==> config.mk <==
export PLATFORM = sky130hd
export DESIGN_NAME = seg_scan_decoder
export DESIGN_NICKNAME = d
export VERILOG_FILES = /design/src/rtl/seg_scan_pkg.sv /design/src/rtl/seg7_to_hex.sv /design/src/rtl/seg_scan_decoder.sv
export SDC_FILE = /design/constraint.sdc
export NUM_CORES = 1
export LEC_CHECK = 0
export ABC_CLOCK_PERIOD_IN_PS = 6630
export BUFFER_PORTS_ARGS = -buffer_cell sky130_fd_sc_hd__buf_2
export CORE_ASPECT_RATIO = 0.7
export CORE_UTILIZATION = 40
export DETAILED_ROUTE_END_ITERATION = 8
export GPL_ROUTABILITY_DRIVEN = 0
export GPL_TIMING_DRIVEN = 0
export HOLD_SLACK_MARGIN = 0.02
export PLACE_DENSITY = 0.56
export SKIP_LAST_GASP = 1
export SLEW_MARGIN = 20
export SYNTH_ARGS = -nofsm -noshare
export SYNTH_HDL_FRONTEND = slang
export SYNTH_SLANG_ARGS = --single-unit
==> constraint.sdc <==
create_clock -name clk -period 6.63 [get_ports clk]
set_input_delay 0.3315 -clock clk [delete_from_list [all_inputs] [get_ports clk]]
set_output_delay 0.3315 -clock clk [all_outputs]
set_load 0.05 [all_outputs]
==> src/rtl/seg_scan_pkg.sv <==
// rtl/seg_scan_pkg.sv - glyph constants, FSM states and decoded-digit type for the scan decoder
package seg_scan_pkg;

  localparam logic [6:0] SEG_0 = 7'h3F;
  localparam logic [6:0] SEG_1 = 7'h06;
  localparam logic [6:0] SEG_2 = 7'h5B;
  localparam logic [6:0] SEG_3 = 7'h4F;
  localparam logic [6:0] SEG_4 = 7'h66;
  localparam logic [6:0] SEG_5 = 7'h6D;
  localparam logic [6:0] SEG_6 = 7'h7D;
  localparam logic [6:0] SEG_7 = 7'h07;
  localparam logic [6:0] SEG_8 = 7'h7F;
  localparam logic [6:0] SEG_9 = 7'h6F;
  localparam logic [6:0] SEG_A = 7'h77;
  localparam logic [6:0] SEG_B = 7'h7C;
  localparam logic [6:0] SEG_C = 7'h39;
  localparam logic [6:0] SEG_D = 7'h5E;
  localparam logic [6:0] SEG_E = 7'h79;
  localparam logic [6:0] SEG_F = 7'h71;

  typedef enum logic [1:0] {IDLE, SETTLE, HOLD} state_t;

  typedef struct packed {
    logic [3:0] value;
    logic       dp;
    logic       err;
  } digit_t;

endpackage

==> src/rtl/seg7_to_hex.sv <==
// rtl/seg7_to_hex.sv - 7-segment {g..a} pattern to 4-bit value; SEG_SCAN_HEX_EN adds A..F glyphs
module seg7_to_hex
  import seg_scan_pkg::*;
(
  input  logic [6:0] seg,
  output logic [3:0] value,
  output logic       err
);

  always_comb begin
    value = 4'd0;
    err   = 1'b0;
    case (seg)
      SEG_0: value = 4'd0;
      SEG_1: value = 4'd1;
      SEG_2: value = 4'd2;
      SEG_3: value = 4'd3;
      SEG_4: value = 4'd4;
      SEG_5: value = 4'd5;
      SEG_6: value = 4'd6;
      SEG_7: value = 4'd7;
      SEG_8: value = 4'd8;
      SEG_9: value = 4'd9;
`ifdef SEG_SCAN_HEX_EN
      SEG_A: value = 4'd10;
      SEG_B: value = 4'd11;
      SEG_C: value = 4'd12;
      SEG_D: value = 4'd13;
      SEG_E: value = 4'd14;
      SEG_F: value = 4'd15;
`endif
      default: err = 1'b1;
    endcase
  end

endmodule

==> src/rtl/seg_scan_decoder.sv <==
// rtl/seg_scan_decoder.sv - scanned 7-segment bus readback: deghost, decode, assemble frames (SEG_SCAN_HEX_EN: hex glyphs)
module seg_scan_decoder
  import seg_scan_pkg::*;
#(
  parameter int NUM_DIGIT      = 6,
  parameter int SETTLE_CYC     = 4,
  parameter int TIMEOUT_CYC    = 1000000,
  parameter int SEG_ACTIVE_LOW = 0,
  parameter int ENB_ACTIVE_LOW = 0
) (
  input  logic                   clk,
  input  logic                   rst,
  input  logic [6:0]             i_seg,
  input  logic [NUM_DIGIT-1:0]   i_seg_enb,
  input  logic                   i_seg_dp,
  output logic [4*NUM_DIGIT-1:0] o_digits,
  output logic [NUM_DIGIT-1:0]   o_dp,
  output logic [NUM_DIGIT-1:0]   o_digit_err,
  output logic                   o_frame_valid,
  output logic                   o_stale
);

  localparam int IW = (NUM_DIGIT > 1) ? $clog2(NUM_DIGIT) : 1;
  localparam int TW = $clog2(TIMEOUT_CYC + 1);
  localparam logic [TW-1:0]        TO_MAX     = TW'(TIMEOUT_CYC);
  localparam logic [7:0]           SETTLE_MAX = 8'(SETTLE_CYC);
  localparam logic [NUM_DIGIT-1:0] ALL_ONES   = '1;

  logic [6:0]           seg_q, t_seg;
  logic [NUM_DIGIT-1:0] enb_q, t_enb;
  logic                 dp_q, t_dp;
  logic                 legal, match, latch, accept;
  logic [IW-1:0]        idx;
  logic [7:0]           cnt_q, cnt_d;
  state_t               state_q, state_d;
  logic [TW-1:0]        tcnt;
  logic [NUM_DIGIT-1:0] mask;
  digit_t [NUM_DIGIT-1:0] slot;
  logic [3:0]           dec_value;
  logic                 dec_err;
  digit_t               dec_digit;

  always_ff @(posedge clk) begin
    if (rst) begin
      seg_q <= '0;
      enb_q <= '0;
      dp_q  <= 1'b0;
    end else begin
      seg_q <= (SEG_ACTIVE_LOW != 0) ? ~i_seg : i_seg;
      enb_q <= (ENB_ACTIVE_LOW != 0) ? ~i_seg_enb : i_seg_enb;
      dp_q  <= i_seg_dp;
    end
  end

  assign legal = $onehot(enb_q);
  assign match = (enb_q == t_enb) && (seg_q == t_seg) && (dp_q == t_dp);

  always_comb begin
    idx = '0;
    for (int k = 0; k < NUM_DIGIT; k++) begin
      if (enb_q[k]) idx = IW'(k);
    end
  end

  seg7_to_hex u_dec (
    .seg   (seg_q),
    .value (dec_value),
    .err   (dec_err)
  );

  assign dec_digit = '{value: dec_value, dp: dp_q, err: dec_err};

  always_ff @(posedge clk) begin
    if (rst) begin
      state_q <= IDLE;
      cnt_q   <= '0;
      t_seg   <= '0;
      t_enb   <= '0;
      t_dp    <= 1'b0;
    end else begin
      state_q <= state_d;
      cnt_q   <= cnt_d;
      if (latch) begin
        t_seg <= seg_q;
        t_enb <= enb_q;
        t_dp  <= dp_q;
      end
    end
  end

  // A fresh tuple counts as its first sample, so SETTLE_CYC=1 accepts on sight.
  always_comb begin
    state_d = state_q;
    cnt_d   = cnt_q;
    latch   = 1'b0;
    accept  = 1'b0;
    unique case (state_q)
      IDLE: begin
        if (legal) begin
          latch = 1'b1;
          cnt_d = 8'd1;
          if (SETTLE_MAX <= 8'd1) begin
            accept  = 1'b1;
            state_d = HOLD;
          end else begin
            state_d = SETTLE;
          end
        end
      end
      SETTLE: begin
        if (!legal) begin
          state_d = IDLE;
        end else if (!match) begin
          latch = 1'b1;
          cnt_d = 8'd1;
          if (SETTLE_MAX <= 8'd1) begin
            accept  = 1'b1;
            state_d = HOLD;
          end
        end else begin
          cnt_d = cnt_q + 8'd1;
          if (cnt_d >= SETTLE_MAX) begin
            accept  = 1'b1;
            state_d = HOLD;
          end
        end
      end
      HOLD: begin
        if (!match) state_d = IDLE;
      end
      default: state_d = IDLE;
    endcase
  end

  // Accept beats timeout expiry; a completed frame beats both for mask and stale.
  always_ff @(posedge clk) begin
    if (rst) begin
      tcnt          <= '0;
      mask          <= '0;
      slot          <= '0;
      o_digits      <= '0;
      o_dp          <= '0;
      o_digit_err   <= '0;
      o_frame_valid <= 1'b0;
      o_stale       <= 1'b0;
    end else begin
      o_frame_valid <= 1'b0;
      if (accept)
        tcnt <= '0;
      else if (tcnt < TO_MAX)
        tcnt <= tcnt + TW'(1);

      if (accept) slot[idx] <= dec_digit;

      if (mask == ALL_ONES) begin
        for (int k = 0; k < NUM_DIGIT; k++) begin
          o_digits[4*k +: 4] <= slot[k].value;
          o_dp[k]            <= slot[k].dp;
          o_digit_err[k]     <= slot[k].err;
        end
        o_frame_valid <= 1'b1;
        o_stale       <= 1'b0;
        mask          <= '0;
        if (accept) mask[idx] <= 1'b1;
      end else if (accept) begin
        mask[idx] <= 1'b1;
      end else if (tcnt == TO_MAX) begin
        o_stale <= 1'b1;
        mask    <= '0;
      end
    end
  end

endmodule

### Word-level counts from Yosys, hierarchy flattened

Index checks and enable logic that the tools add are counted.

* eq/ne operators: 23
* reductions and logical operators: 12
* bitwise operators: 2
* multiplexer cells: 35
* $add $sub $neg: 7
* magnitude comparators: 4

Operators by type and width (count)
* equality test 7 bit, second input constant: 7
* bitwise mux 36 bit: 1
* case mux 4 bit (9 select lines): 1
* two-way mux 6 bit: 5
* two-way mux 8 bit: 3
* adder 20 x 1 -> 20 bit, second input constant: 1
* equality test 20 bit, second input constant: 1
* less-than comparator 20 bit, second input constant: 1
* demux 6 bit (select 3 bit): 1
* case mux 8 bit (2 select lines): 1
* equality test 7 x 3 -> 1 bit, second input constant: 2
* two-way mux 3 bit: 4
* two-way mux 1 bit: 11
* two-way mux 2 bit: 5
* OR reduction 10 bit: 1
* adder 8 x 1 -> 8 bit, second input constant: 1
* >= comparator 8 x 3 -> 1 bit, second input constant: 1
* equality test 7 x 6 -> 1 bit, second input constant: 1
* equality test 7 bit: 1
* adder 1 x 1 -> 2 bit: 3
* equality test 6 bit: 1
* equality test 6 bit, second input constant: 1
* inequality test 2 bit, second input constant: 3
* inequality test 3 bit, second input constant: 2
* 21 further kinds: 24

* register bits: 138
* input bits: 16
* output and inout port bits: 38
* logic and storage cells: 116

### Longest topological paths before layout

Gate-level depths: netlist of run 1.

* word-level depth: 12
* mapped depth: 13
* mapped depth without buffers: 12

### Modules after synthesis

From an unflattened synthesis of run 1, not the netlist that was laid out.

* cell total of the unflattened synthesis: 654
* area, all modules: 5830.6 um^2

By module, submodules not included
* seg_scan_decoder: sequential area each 2762.6 um^2, cells each 620, area an instance 5562.8 um^2, instances 1
* seg7_to_hex: sequential area each 0.0 um^2, cells each 34, area an instance 267.8 um^2, instances 1

### Least setup slack after synthesis of run 1

OpenSTA, ideal clock, no wires.

* path type: register to register
* start: register enb_q[1]
* end: register slot[10] (netlist bit)
* buffers on the path: 0
* arrival: 3.546 ns
* path slack: 2.957 ns
* setup time: 0.128 ns
* cell stages (with the launch flop): 13
* path through: dfxtp_1 -> inv_1 -> fa_1 -> fa_1 -> inv_1 -> ha_1 -> fa_1 -> or4b_1 -> nor3_2 -> nor3b_2 -> nand4_2 -> mux2i_1 -> nor2_1

* longest elaborated chain between the ends: 10
* elaborated cells on any way between the ends: 21
* those cells by class: add/sub: 3; order compare: 2; eq/ne: 2; mux: 11; reduce/logical: 3

Ends and longest elaborated chain
* from (decl): RTL line seg_scan_decoder.sv:30 `logic [NUM_DIGIT-1:0] enb_q, t_enb;`
* from (signal assigned): RTL line seg_scan_decoder.sv:50 `enb_q <= (ENB_ACTIVE_LOW != 0) ? ~i_seg_enb : i_seg_enb;`
* two-way mux 1 bit: RTL line seg_scan_decoder.sv:61 `if (enb_q[k]) idx = IW'(k);`
* two-way mux 3 bit (4 in series): RTL line seg_scan_decoder.sv:61
* less-than comparator 3 x 4 -> 1 bit (not written as such) / >= comparator 3 x 1 -> 1 bit (equally long branches): RTL line seg_scan_decoder.sv:153 `if (accept) slot[idx] <= dec_digit;`
* logical AND 1 bit (not written as such): RTL line seg_scan_decoder.sv:153
* two-way mux 6 bit (not written as such): RTL line seg_scan_decoder.sv:153
* demux 6 bit (select 3 bit): RTL line seg_scan_decoder.sv:153
* bitwise mux 36 bit: RTL line seg_scan_decoder.sv:153
* to (signal, indexed assignment): RTL line seg_scan_decoder.sv:153
* to (decl): RTL line seg_scan_decoder.sv:38 `digit_t [NUM_DIGIT-1:0] slot;`

Several ways; a longest one is shown, not always the timed one.
A chain may end at the register's enable or synchronous reset.

### Worst setup path after layout of run 1

* start: register enb_q[1]
* end: register slot[0] (netlist bit)

The elaborated chain is that of the path after synthesis.

==> results of run 1 <==
registers in the layout, indices dropped and copies added (netlist names), 6 cells and up:
name / count
slot: 36
o_digits: 24
tcnt: 20
cnt_q: 8
seg_q: 7
t_seg: 7
enb_q: 6
mask: 6
o_digit_err: 6
o_dp: 6
t_enb: 6
power groups by stage:
stage                     logic (uW)  registers [uW]  clock network [uW]
after detailed placement         122             880                   0
final                            123             862                 948
after global routing             140             864                1010
after CTS                        123             862                 965
after floorplan                 88.8             875                   0
after global placement           120             879                   0
worst reg2reg max path: stages, from the launching register on:
cell,delay (ps)
dfxtp_1,480
inv_1,150
fa_1,490
fa_1,490
inv_1,40
ha_1,180
fa_1,450
or4b_1,560
nor3_2,230
nor3b_2,300
nand4_1,220
buf_2,250
nand3_1,90
o21ai_0,80
synthesized netlist by cell type (all sizes together) (3+ instances only):
cell type | n | area share (%)
dfxtp | 138 | 49
nand2 | 129 | 8.5
a21oi | 58 | 5.1
nor2 | 39 | 2.6
mux2i | 28 | 4.9
o21ai | 26 | 2.3
clkbuf | 24 | 1.6
nand3 | 22 | 2.0
buf | 19 | 2.2
xor2 | 19 | 2.9
nor2b | 16 | 1.8
inv | 15 | 0.99
nand4 | 15 | 2.0
nor3 | 13 | 1.2
xnor2 | 13 | 2.0
nor4 | 7 | 0.77
a31oi | 5 | 0.55
nand2b | 5 | 0.55
a311oi | 4 | 0.62
and3 | 4 | 0.55
ha | 4 | 0.88
or3 | 4 | 0.44
a211oi | 3 | 0.48
and4 | 3 | 0.48
fa | 3 | 1.1
o22ai | 3 | 0.44
o2bb2ai | 3 | 0.46
metrics by stage:
step                hold WS [ps]  util (%)  power (uW)  cell area, um2  std cells
floorplan                    432         -         964            5690        648
global placement             443      44.6         999            6190        891
detailed placement           444      44.6        1000            6190        891
CTS                          103      48.9        1950            6790        923
global route                 107      48.9        2010            6790        923
finish                       120      48.9        1930            6790        923
logic make-up (layout without fill, tap and decap cells):
kind of cell / after synthesis / after routing / share of synthesized area [%]
AOI/OAI and AO/OA: 117 / 117 / 12.3
xor gates and xnor gates: 32 / 32 / 4.93
adders and majority gates: 7 / 7 / 1.94
buffers and inverters: 59 / 144 / 4.91
DFF: 138 / 138 / 48.6
muxes: 29 / 29 / 5.13
and+or+nand+nor: 266 / 266 / 22.3
area by class of cell:
cell class | instances | area share [%]
flip-flops and latches | 138 | 40.7
multi-input cells | 451 | 39.0
clock buffers | 21 | 7.08
repair buffers | 53 | 3.91
well taps | 190 | 3.50
plain buffers | 44 | 3.28
clock inverters | 11 | 1.75
inverters | 15 | 0.829
metal layers:
metal	vias up	track usage, %	wire (um)
li1	2371	-	-
met1	2221	29.2	7320
met2	90	28.0	5400
met3	16	5.30	579
met4	0	6.80	162
met5	-	0	0
layout by cell type, fill, tap and decap left out, types with 16 or more instances in the layout:
cell type	synthesis	layout
xor2_1	19	19
mux2i_1	28	28
nor2_1	39	39
clkbuf_1	24	24
o21ai_0	25	25
nand2_1	129	129
nand3_1	21	21
clkbuf_16	0	17
a21oi_1	58	58
dfxtp_1	138	138
nor2b_1	16	16
buf_2	9	62
how the worst max path moves through the flow:
stage / start / end / cells past startpoint / slack (ps)
after floorplan: enb_q[1] / slot[10] / 12 / 2960
after detailed placement: enb_q[1] / slot[4] / 13 / 2520
after CTS: enb_q[1] / slot[0] / 13 / 2510
after global placement: enb_q[1] / slot[0] / 13 / 2580
after global routing: enb_q[1] / slot[7] / 12 / 2230
final: enb_q[1] / slot[0] / 13 / 2500
==> results.md, run 1 <==
- Across the run, the number of max-cap violations was 0.
- At the end of the flow, the number of nets in the layout was 743.
- The worst hold path depth is 2.
- The number of primary I/O pins is 54.
- The area added between synthesis and finish is 19.4%.
- The tightest min-delay check is of the in -> reg type.
- The highest net fanout along the worst path is 10.
- The setup check on the worst reg-to-reg path leaves a slack of 2500 ps.
- Synthesis produced a netlist with a net count of 671.
- The slowest stage of the critical path belongs to the cell or4b_1.
- Setup repair after global routing left no endpoint under its margin.
- The number of distinct standard cells referenced by the synthesized netlist is 60.
- In the routed layout, each cell is associated on average with a via count of 5.09.
- For this block, the routed nets add up to 13500 um of wire.
- The flow ran to the end, and the final reports show no timing, DRC or antenna violations.
- The clock net in this run drives a total of 138 sinks.
- The combinational share of power is 6.4%.
- The first global-routing pass estimated 22100 um of wire.
- The overall overflow remaining after global route is 0.
- The static power due to leakage is 0.00271 uW.
- The category of the most critical setup path is reg -> reg.
- The remaining routing DRC violations is 0.
- The number of endpoints failing setup at the final stage is 0.
- The number of antenna violations at the first check in global routing is 0.
- The number of pins exceeding their max-slew limit in the final report was 0.
- The highest ir drop seen on vdd is 0.202 mV.
- In the synthesized netlist the async set-or-reset flop fraction comes to 0%.
- Counting flops with a built-in enable in the synthesized netlist gives 0.
- The maximum clock skew at final layout is 7.63 ps.
- The number of gates resized after cts is 0.
- In this run the most critical hold path is launched from i_seg[3].
- In this run the critical register-to-register path is captured at slot[0].
- In this run, post-CTS hold repair placed 0 buffers.
- Synthesis produced 648 cells.
- The number of standard-cell rows in the floorplan is 36.
- The endpoint of the worst hold-timing path is seg_q[3].
- The per-cell routed wire length is 14.6 um.
- TritonCTS built the clock tree.
- On the worst path, the slowest cell contributes a delay of 560 ps.
- After synthesis, the mean cell area works out to 8.78 um2.
- The detail route stage leaves a number of antenna-violating nets equal to 0.
- The setup slack of the critical path after layout is 2500 ps.
- The worst reg2reg path startpoint is enb_q[1].
- After synthesis, flip-flops and latches occupy 48.6% of the total area.
- The total routing resource utilization after global routing is 20.0%.
- The final critical path takes up 62.4% of the cycle.
- The TritonCTS buffer count is 17.
- The proportion of power drawn by flip-flops and latches is 44.6%.
- Of the cells placed in the final design, the portion with a size suffix greater than 1 is 15.8%.
- The sequential cell area is 2760 um2.
- Once the floorplan was initialized, standard cells occupied 41.0% of the core.
- Data arrives at the worst endpoint at 4430 ps.
- Cell internal power was estimated by the tool at 1480 uW.
- Walking the worst path, the cells encountered are inv_1, fa_1, fa_1, inv_1, ha_1, fa_1, or4b_1, nor3_2, nor3b_2, nand4_1, buf_2, nand3_1, o21ai_0.
- The master cell of the clock root buffer is clkbuf_16.
- The dominant synthesized flop cell is dfxtp_1.
- The type of destination of the critical path is a flip-flop.
- The count of fill cells added during filler insertion is 1386.
- The net switching share of the total power is 23.5%.
- In this design, the largest share of critical-path delay is due to adder cells.
- For this design the ratio of total power to cell area is 285 nW/um2.
- After clock tree synthesis, the clock-pin slew on the worst setup and hold paths is 60 ps.
- The maximum level of the CTS H-tree is 4.
- The smallest clock period supported by the final layout is computed as 4130 ps.
- The via count of the first global-routing pass was 4320.
- Summing all multi-input logic gate instances after layout gives 2650 um2.
- The HPWL after detailed placement is 9790 um.
- The count of buffering cells on the critical path with inverters included is 3.
- Once the clock tree was built, the setup fixing pass inserted 0 buffers.
- The worst setup path is launched from a flip-flop.
- In this run the deepest clock path goes through 2 buffers.
- After synthesis the cells add up to 5690 um2.
- The die is 145 um wide.
- For the pin with the worst max-slew slack, the measured transition is 658 ps.
- The overall die area is 14700 um2.
- The first TritonRoute pass finished after 5 iterations.
- Entering global routing, the biggest net connects 17 pins.
- The hold violation count in the final report is 0.
- The region available for standard cell placement spans 13900 um2.
- Across all layers, the routed design uses 4698 vias.
- Data on the critical path is required at its endpoint by 6930 ps.
- After the first detailed-routing iteration, the DRC count stood at 406.
- The number of cells on the worst reg-to-reg path is 13.
- In this run the vertical extent of the chip is 102 um.
- The share of power burned in the clock network is 49.0%.
- The total inserted antenna cells is 0.
- The count of buffers inserted at the top-level ports is 53.
- At the placement stage, the worst setup path has a slack of 2520 ps.
- Clock latency on the worst-skew pair, taken at its later pin, is 420 ps.
- The net load switching power is 454 uW.
- The upper clock frequency limit is 0.242 GHz.
- The relative slew slack is 55.8%.
- Adding up every negative setup slack in the final design gives 0 ps.
- In this run, synthesis produced a sequential element count of 138.
- The number of synthesis warnings is 0.
- The most frequent cell on the critical path is fa_1.
Power figures use the tool's default switching activity.
==> run 2: changes to the inputs <==
--- a/config.mk
+++ b/config.mk
@@ -5,7 +5,7 @@
 export SDC_FILE = /design/constraint.sdc
 export NUM_CORES = 1
 export LEC_CHECK = 0
-export ABC_CLOCK_PERIOD_IN_PS = 6630
+export ABC_CLOCK_PERIOD_IN_PS = 3800
 export BUFFER_PORTS_ARGS = -buffer_cell sky130_fd_sc_hd__buf_2
 export CORE_ASPECT_RATIO = 0.7
 export CORE_UTILIZATION = 40
@@ -13,7 +13,7 @@
 export GPL_ROUTABILITY_DRIVEN = 0
 export GPL_TIMING_DRIVEN = 0
 export HOLD_SLACK_MARGIN = 0.02
-export PLACE_DENSITY = 0.56
+export PLACE_DENSITY = 0.58
 export SKIP_LAST_GASP = 1
 export SLEW_MARGIN = 20
 export SYNTH_ARGS = -nofsm -noshare
==> constraint.sdc (replaced) <==
create_clock -name clk -period 3.8 [get_ports clk]
set_input_delay 0.19 -clock clk [delete_from_list [all_inputs] [get_ports clk]]
set_output_delay 0.19 -clock clk [all_outputs]
set_load 0.05 [all_outputs]
==> run 2 against run 1 <==
Against the previous run: clock power rose by 82%; cell area rose by 4.6%; via count rose by 4.4%; wire length rose by 6.2%; critical path type unchanged; the run now ends with setup timing left; total power rose by 81%; die area did not move; hold slack got worse by 90 ps.
==> results.md, run 2 (synthesis gave the netlist of run 1 again) <==
- The overall overflow remaining after global route is 0.
- The multi-input combinational cells in the finished layout cover a total of 2700 um2.
- The part of the cycle the worst path needs is 100%.
- The HPWL after detailed placement is 9790 um.
- The critical path is of the reg -> reg type.
- The area added between synthesis and finish is 24.8%.
- The number of antenna violations at the first check in global routing is 0.
- Across all register-to-register paths, the minimum setup slack is -8 ps.
- Following the worst setup path forward leads to its endpoint at slot[5].
- The core region area is 13900 um2.
- The required time at the endpoint of the critical path is 4100 ps.
- The die is 102 um tall.
- The TritonCTS buffer count is 17.
- Setup violations remaining at the end of the flow were counted as 2.
- STA classifies the critical path startpoint as a flip-flop.
- The worst-case IR drop observed on VDD is 0.320 mV.
- After detailed routing, the number of remaining DRC violations is 0.
- The register with the most flip-flops in the layout has 36 of them.
- Pin placement for this block handled 54 I/O pins.
- The tool flagged a number of max-cap violations equal to 0.
- The longest clock path from root to sink contains 2 buffers.
- Across every metal layer, demand over resource in global routing totals 20.7%.
- Setup repair after global routing could not meet its margin everywhere.
- The instance count after placement with tap cells included is 891.
- The final reports fail on setup timing.
- The worst pin sits at a relative slew slack of 55.2%.
- The die covers 14700 um2.
- The via count of the first global-routing pass is 4477.
- The clock latency of the later-clocked register in the worst-skew pair is 420 ps.
- The hold violation count in the final report came to 0.
- The run finished, with violations left.
- Along the worst path, the maximum fanout reaches 5.
- The pin count of the biggest net entering global routing is 17.
- For this configuration, the core starts out at a cell density of 41.0%.
- The final core utilization is 51.2%.
- The routed wire length is 14300 um.
- Once routing completed, OpenROAD measured the worst setup slack at -7.69 ps.
- The number of nets at the end of the flow is 768.
- The sequential cell area is 2770 um2.
- The global-route wire length before repair is 22800 um.
- The most frequent cell on the critical path is fa_1.
- In the final layout, the registers with the most flip-flops are slot (36), o_digits (24), tcnt (20).
- For this run, the number of standard cells in the final layout without fillers is 948.
- In this run the tool buffered the top-level ports with 53 buffer cells.
- STA classifies the critical path endpoint as a flip-flop.
- The clock-pin slew of the registers on the worst-case setup and hold paths is 60 ps.
- For this run, the top clock speed supported by timing is 0.263 GHz.
- The power density over the cells is 492 nW/um2.
- The average vias per placed instance is 5.17.
- The repair_antennas step left the layout with diodes totalling 0.
- The number of standard-cell rows in the floorplan is 36.
- The signal on the critical path passes through inv_4, fa_1, fa_1, inv_1, ha_2, fa_1, or4b_4, nor3_4, nor3b_4, nand4_1, buf_6, nand3_1, o21ai_1.
- The pre-antenna-repair detailed-routing pass consisted of 5 iterations.
- The min-delay analysis places its worst path in the category in -> reg.
- For the worst flop-to-flop path, the logic depth is 13.
- The longest individual stage delay on the worst path is 540 ps.
- The number of pins exceeding their max-slew limit in the final report is 0.
- The slew at the pin closest to its max-slew limit is 672 ps.
- Leaving out fill and tap cells, the most frequent cells in the layout are 135 x dfxtp_1, 129 x nand2_1, 62 x buf_2.
- The launch point of the critical path is enb_q[3].
- The register name with the most flops is slot.
- In this run the horizontal extent of the chip is 145 um.
- The maximum level of the CTS H-tree is 4.
- The per-cell routed wire length is 15.1 um.
- OpenSTA, run right after detailed placement, puts the worst setup slack at -376 ps.
- The CTS sink count is 138.
- For the final database, setup skew stands at 6.91 ps.
- In this run the critical register-to-register path is captured at slot[5].
- Cells with a size suffix above 1 make up 18.5% of the layout.
- The via count is 4905.
- The cell type of the slowest stage on the worst timing path is or4b_4.
- The leading cell type in the layout, fill and taps excluded is dfxtp_1.
- In this run the critical register-to-register path is launched from enb_q[3].
- At the worst endpoint, the arrival time is 4110 ps.
- The shortest period the worst path allows is 3810 ps.
- TritonCTS built the clock tree.
- The static power due to leakage is 0.00285 uW.
- The number of violations reported at the end of detailed-routing iteration 0 is 424.
- The master cell of the clock root buffer is clkbuf_16.
- In this run the remaining antenna-violating nets after routing total 0.
- The filler cells instantiated in the layout total 1326.
==> run 2: cell count changes in the layout (fill, tap and decap cells not counted), sizes merged <==
cell         previous run  this run
buf                    72        83
clkinv                  5         6
bufinv                  2         3
nand4                  15        16
inv                    15        17
clkbuf                 45        43
clkinvlp                4         2
dlygate4sd3             0        13
==> run 2: where the power goes <==
part	leakage, uW	internal (uW)	switching, uW	total, uW
Clock	0.000300	1070	656	1730
Sequential	0.00112	1480	28.1	1500
Combinational	0.00143	105	159	264
Total	0.00285	2650	843	3500
==> run 2: metal layers <==
| layer | vias to the layer above | wire length (um) | track usage, % |
|---|---|---|---|
| met1 | 2334 | 7300 | 30.0 |
| met3 | 18 | 737 | 4.11 |
| li1 | 2416 | - | - |
| met5 | - | 0 | 0 |
| met2 | 137 | 6070 | 30.1 |
| met4 | 0 | 197 | 7.77 |
==> run 2: cell type report <==
type,count,share of cell area [%]
inverter,15,0.864
clock inverter,13,2.36
buffer,44,3.24
multi-input combinational,452,38.0
tap,190,3.35
clock buffer,19,6.38
sequential,138,39.0
timing repair buffer,77,6.75
==> run 2: how the worst min path moves through the flow <==
stage	cells after the start	endpoint	start
global route	2	enb_q[0]	i_seg_enb[0]
global placement	2	dp_q	i_seg_dp
floorplan	1	dp_q	i_seg_dp
detailed placement	2	seg_q[1]	i_seg[1]
finish	2	enb_q[0]	i_seg_enb[0]
CTS	2	enb_q[0]	i_seg_enb[0]
==> run 2: repair_timing <==
action / in CTS / in global routing
cloned: 1 / 1
hold buffers: 13 / 0
gates resized for setup: 12 / 16
setup endpoints to repair: 31 / 30
hold endpoints to repair: 13 / 0
pin swaps: 3 / 6
setup buffers: 5 / 5
==> run 2: critical path, delay by kind of cell (launching register included) <==
family,cells,cell delay [ps]
compound gates,1,70
flops,1,370
fa+ha+maj,4,1620
simple gates,5,1310
buf+inv,3,310
==> run 2: per-stage QoR <==
step                cell area, um2  TNS (ps)  hold slack (ps)  power (uW)
floorplan                     5690         0              318        1680
global placement              6190     -3140              397        1740
detailed placement            6190     -6450              402        1750
CTS                           7030         0             20.5        3500
global route                  7100     -1290             31.3        3620
finish                        7100     -11.6             30.0        3500
==> run 3: changes to the inputs <==
==> constraint.sdc (replaced) <==
create_clock -name clk -period 3.8 [get_ports clk]
set_input_delay 0.76 -clock clk [delete_from_list [all_inputs] [get_ports clk]]
set_output_delay 0.76 -clock clk [all_outputs]
set_load 0.05 [all_outputs]
==> run 3 against run 2 <==
Against the previous run: the flow now finishes without violations; cell area decreased by 2.0%; clock power is essentially flat; combinational power fell by 5%; clock skew increased by 1.3 ps; non-clock buffer count decreased by 15; cell count is 1.6% lower; global-route usage shrank 0.090 points; largest cell class unchanged; largest power group unchanged.
==> results.md, run 3 (synthesis gave the netlist of run 1 again) <==
- For this design the ratio of total power to cell area is 501 nW/um2.
- The pre-CTS setup slack is -376 ps.
- In the final layout, the registers with the most flip-flops are slot (36), o_digits (24), tcnt (20).
- Setup repair after global routing could not meet its margin everywhere.
- In this run the number of H-tree levels came out at 4.
- At the later pin of the worst-skew pair, clock insertion delay measures 420 ps.
- The number of endpoints failing setup at the final stage is 0.
- The via count is 4835.
- The number of clock buffers added by TritonCTS is 17.
- The highest ir drop seen on vdd is 0.321 mV.
- The area growth from synthesis to layout is 22.3%.
- The type of element launching the critical path is a flip-flop.
- The upper clock frequency limit is 0.267 GHz.
- Counting cells, the worst reg-to-reg path comes to 13.
- The first global-routing pass estimated 22700 um of wire.
- The CTS tree is yes.
- The routed wire length is 14200 um.
- For this run, design rule violations remaining after detail routing come to 0.
- The pre-antenna-repair detailed-routing pass consisted of 5 iterations.
- For this design the top-level I/O count stands at 54.
- The count of buffers inserted at the top-level ports is 53.
- The category of the most critical setup path is reg -> reg.
- For the pin with the worst max-slew slack, the measured transition is 649 ps.
- Of the available clock period, the critical path in the final layout requires 98.7%.
- In this design, the critical path's most frequently occurring cell is fa_1.
- The number of nets with antenna violations after routing is 0.
- slot holds more flip-flops than any other register.
- Setup slack closes at 48.0 ps.
- The number of nets at the end of the flow is 753.
- The required time at the endpoint of the critical path is 4100 ps.
- In the layout the commonest cells are 135 x dfxtp_1, 129 x nand2_1, 62 x buf_2.
- For flop-to-flop paths, the worst setup slack is 50 ps.
- Detailed placement finished with a half-perimeter wire length of 9790 um.
- Clock-pin slew was measured on the worst setup and hold paths at 60 ps.
- In this run the deepest clock path goes through 2 buffers.
- The height of the chip is 102 um.
- 0 antenna diodes ended up in the layout.
- The master cell of the clock root buffer is clkbuf_16.
- The final core utilization is 50.1%.
- The starting utilization of the core area is 41.0%.
- Walking the worst path, the cells encountered are inv_4, fa_1, fa_1, inv_1, ha_2, fa_1, or4b_4, nor3_4, nor3b_4, nand4_1, buf_4, nand3_1, o21ai_1.
- Global routing finished with a remaining overflow of 0.
- The run finished with clean final reports.
- The shortest period the worst path allows is 3750 ps.
- The hold violation count in the final report is 0.
- Entering global routing, the biggest net connects 17 pins.
- The cell type of the slowest stage on the worst timing path is or4b_4.
- The highest net fanout along the worst path is 3.
- The final sum of negative setup slack is 0 ps.
- The proportion of layout cells with a drive suffix above 1 is 18.6%.
- The overall die area is 14700 um2.
- Dividing the detail-routed wire length by the instance count gives 15.2 um.
- The relative slew slack is 56.7%.
- The static power due to leakage is 0.00278 uW.
- The worst setup path is captured at a flip-flop.
- CTS saw 138 sinks.
- The floorplan step defined a core boundary enclosing 13900 um2.
- The total routing resource utilization after global routing is 20.6%.
- The number of flip-flops in the largest register is 36.
- The number of pins exceeding their max-slew limit in the final report came to 0.
- The horizontal die dimension is 145 um.
- The number of standard-cell rows in the floorplan is 36.
- The largest single stage delay on the critical path is 530 ps.
- In this run, the number of DRC markers left after iteration 0 of detailed routing was 408.
- The via count of the first global-routing pass is 4412.
- Leaving out fill and tap cells, the most frequent cell in the layout is dfxtp_1.
- The number of antenna violations at the first check in global routing is 0.
- Between clock sinks in the finished design, the worst skew comes to 8.22 ps.
- The worst min-delay path category is reg -> reg.
- The arrival time of data at the critical path endpoint is 4050 ps.
- The average vias per placed instance is 5.18.
- Max-cap violations in this run came to 0.
- The worst hold path depth is 2.
run 3: cell count changes in the layout (fill, tap and decap cells not counted):
cell           previous run  this run
buf_4                    12        10
dlygate4sd3_1            13         0
inv_1                    12        13
inv_4                     2         1
nand3_1                  20        19
nand3_2                   2         3
run 3: critical path: cells and delay by family, from the launching register on:
| kind | cells | cell delay, ps |
|---|---|---|
| AOI/OAI and AO/OA | 1 | 70 |
| buffers and inverters | 3 | 310 |
| and+or+nand+nor | 5 | 1260 |
| adders and majority gates | 4 | 1620 |
| DFF | 1 | 370 |
run 3: timing repair:
| action | CTS | global route |
|---|---|---|
| buffers inserted | 5 | 3 |
| hold buffers | 0 | 0 |
| cloned | 1 | 1 |
| endpoints found under the setup margin | 31 | 30 |
| gates resized for setup | 12 | 15 |
| pin swaps | 3 | 6 |
run 3: metal layers:
| layer | up-vias | GRT usage, % | routed length (um) | share of wire (%) |
|---|---|---|---|---|
| li1 | 2381 | - | - | - |
| met1 | 2320 | 30.1 | 7280 | 51 |
| met2 | 116 | 29.6 | 5980 | 42 |
| met3 | 18 | 4.11 | 705 | 5.0 |
| met4 | 0 | 7.77 | 200 | 1.4 |
| met5 | - | 0 | 0 | 0 |
run 3: area by class of cell:
| cell class | count | area, um2 |
|---|---|---|
| flip-flops and latches | 138 | 2770 |
| plain buffers | 44 | 230 |
| clock buffers | 19 | 453 |
| clock inverters | 13 | 168 |
| fillers | 1341 | 6920 |
| well taps | 190 | 238 |
| inverters | 15 | 58.8 |
| repair buffers | 62 | 334 |
| multi-input cells | 452 | 2700 |
run 3: final timing paths:
check	startpoint	end
max	enb_q[3]	slot[3]
min	o_digit_err[5]	o_digit_err[5]
max reg2reg	enb_q[3]	slot[3]
min reg2reg	o_digit_err[5]	o_digit_err[5]
run 3: power breakdown:
group	internal, uW	total (uW)	switching (uW)
sequential	1480	1500	27.7
clock	1070	1730	659
combinational	94.5	252	158
total	2640	3490	844
run 3: stage by stage:
stage               instance area [um2]  instances  hold WS [ps]  power, uW
floorplan                          5690        648           432       1680
global placement                   6190        891           444       1740
detailed placement                 6190        891           446       1750
CTS                                6900        929           451       3490
global route                       6960        933           472       3610
finish                             6960        933           450       3490
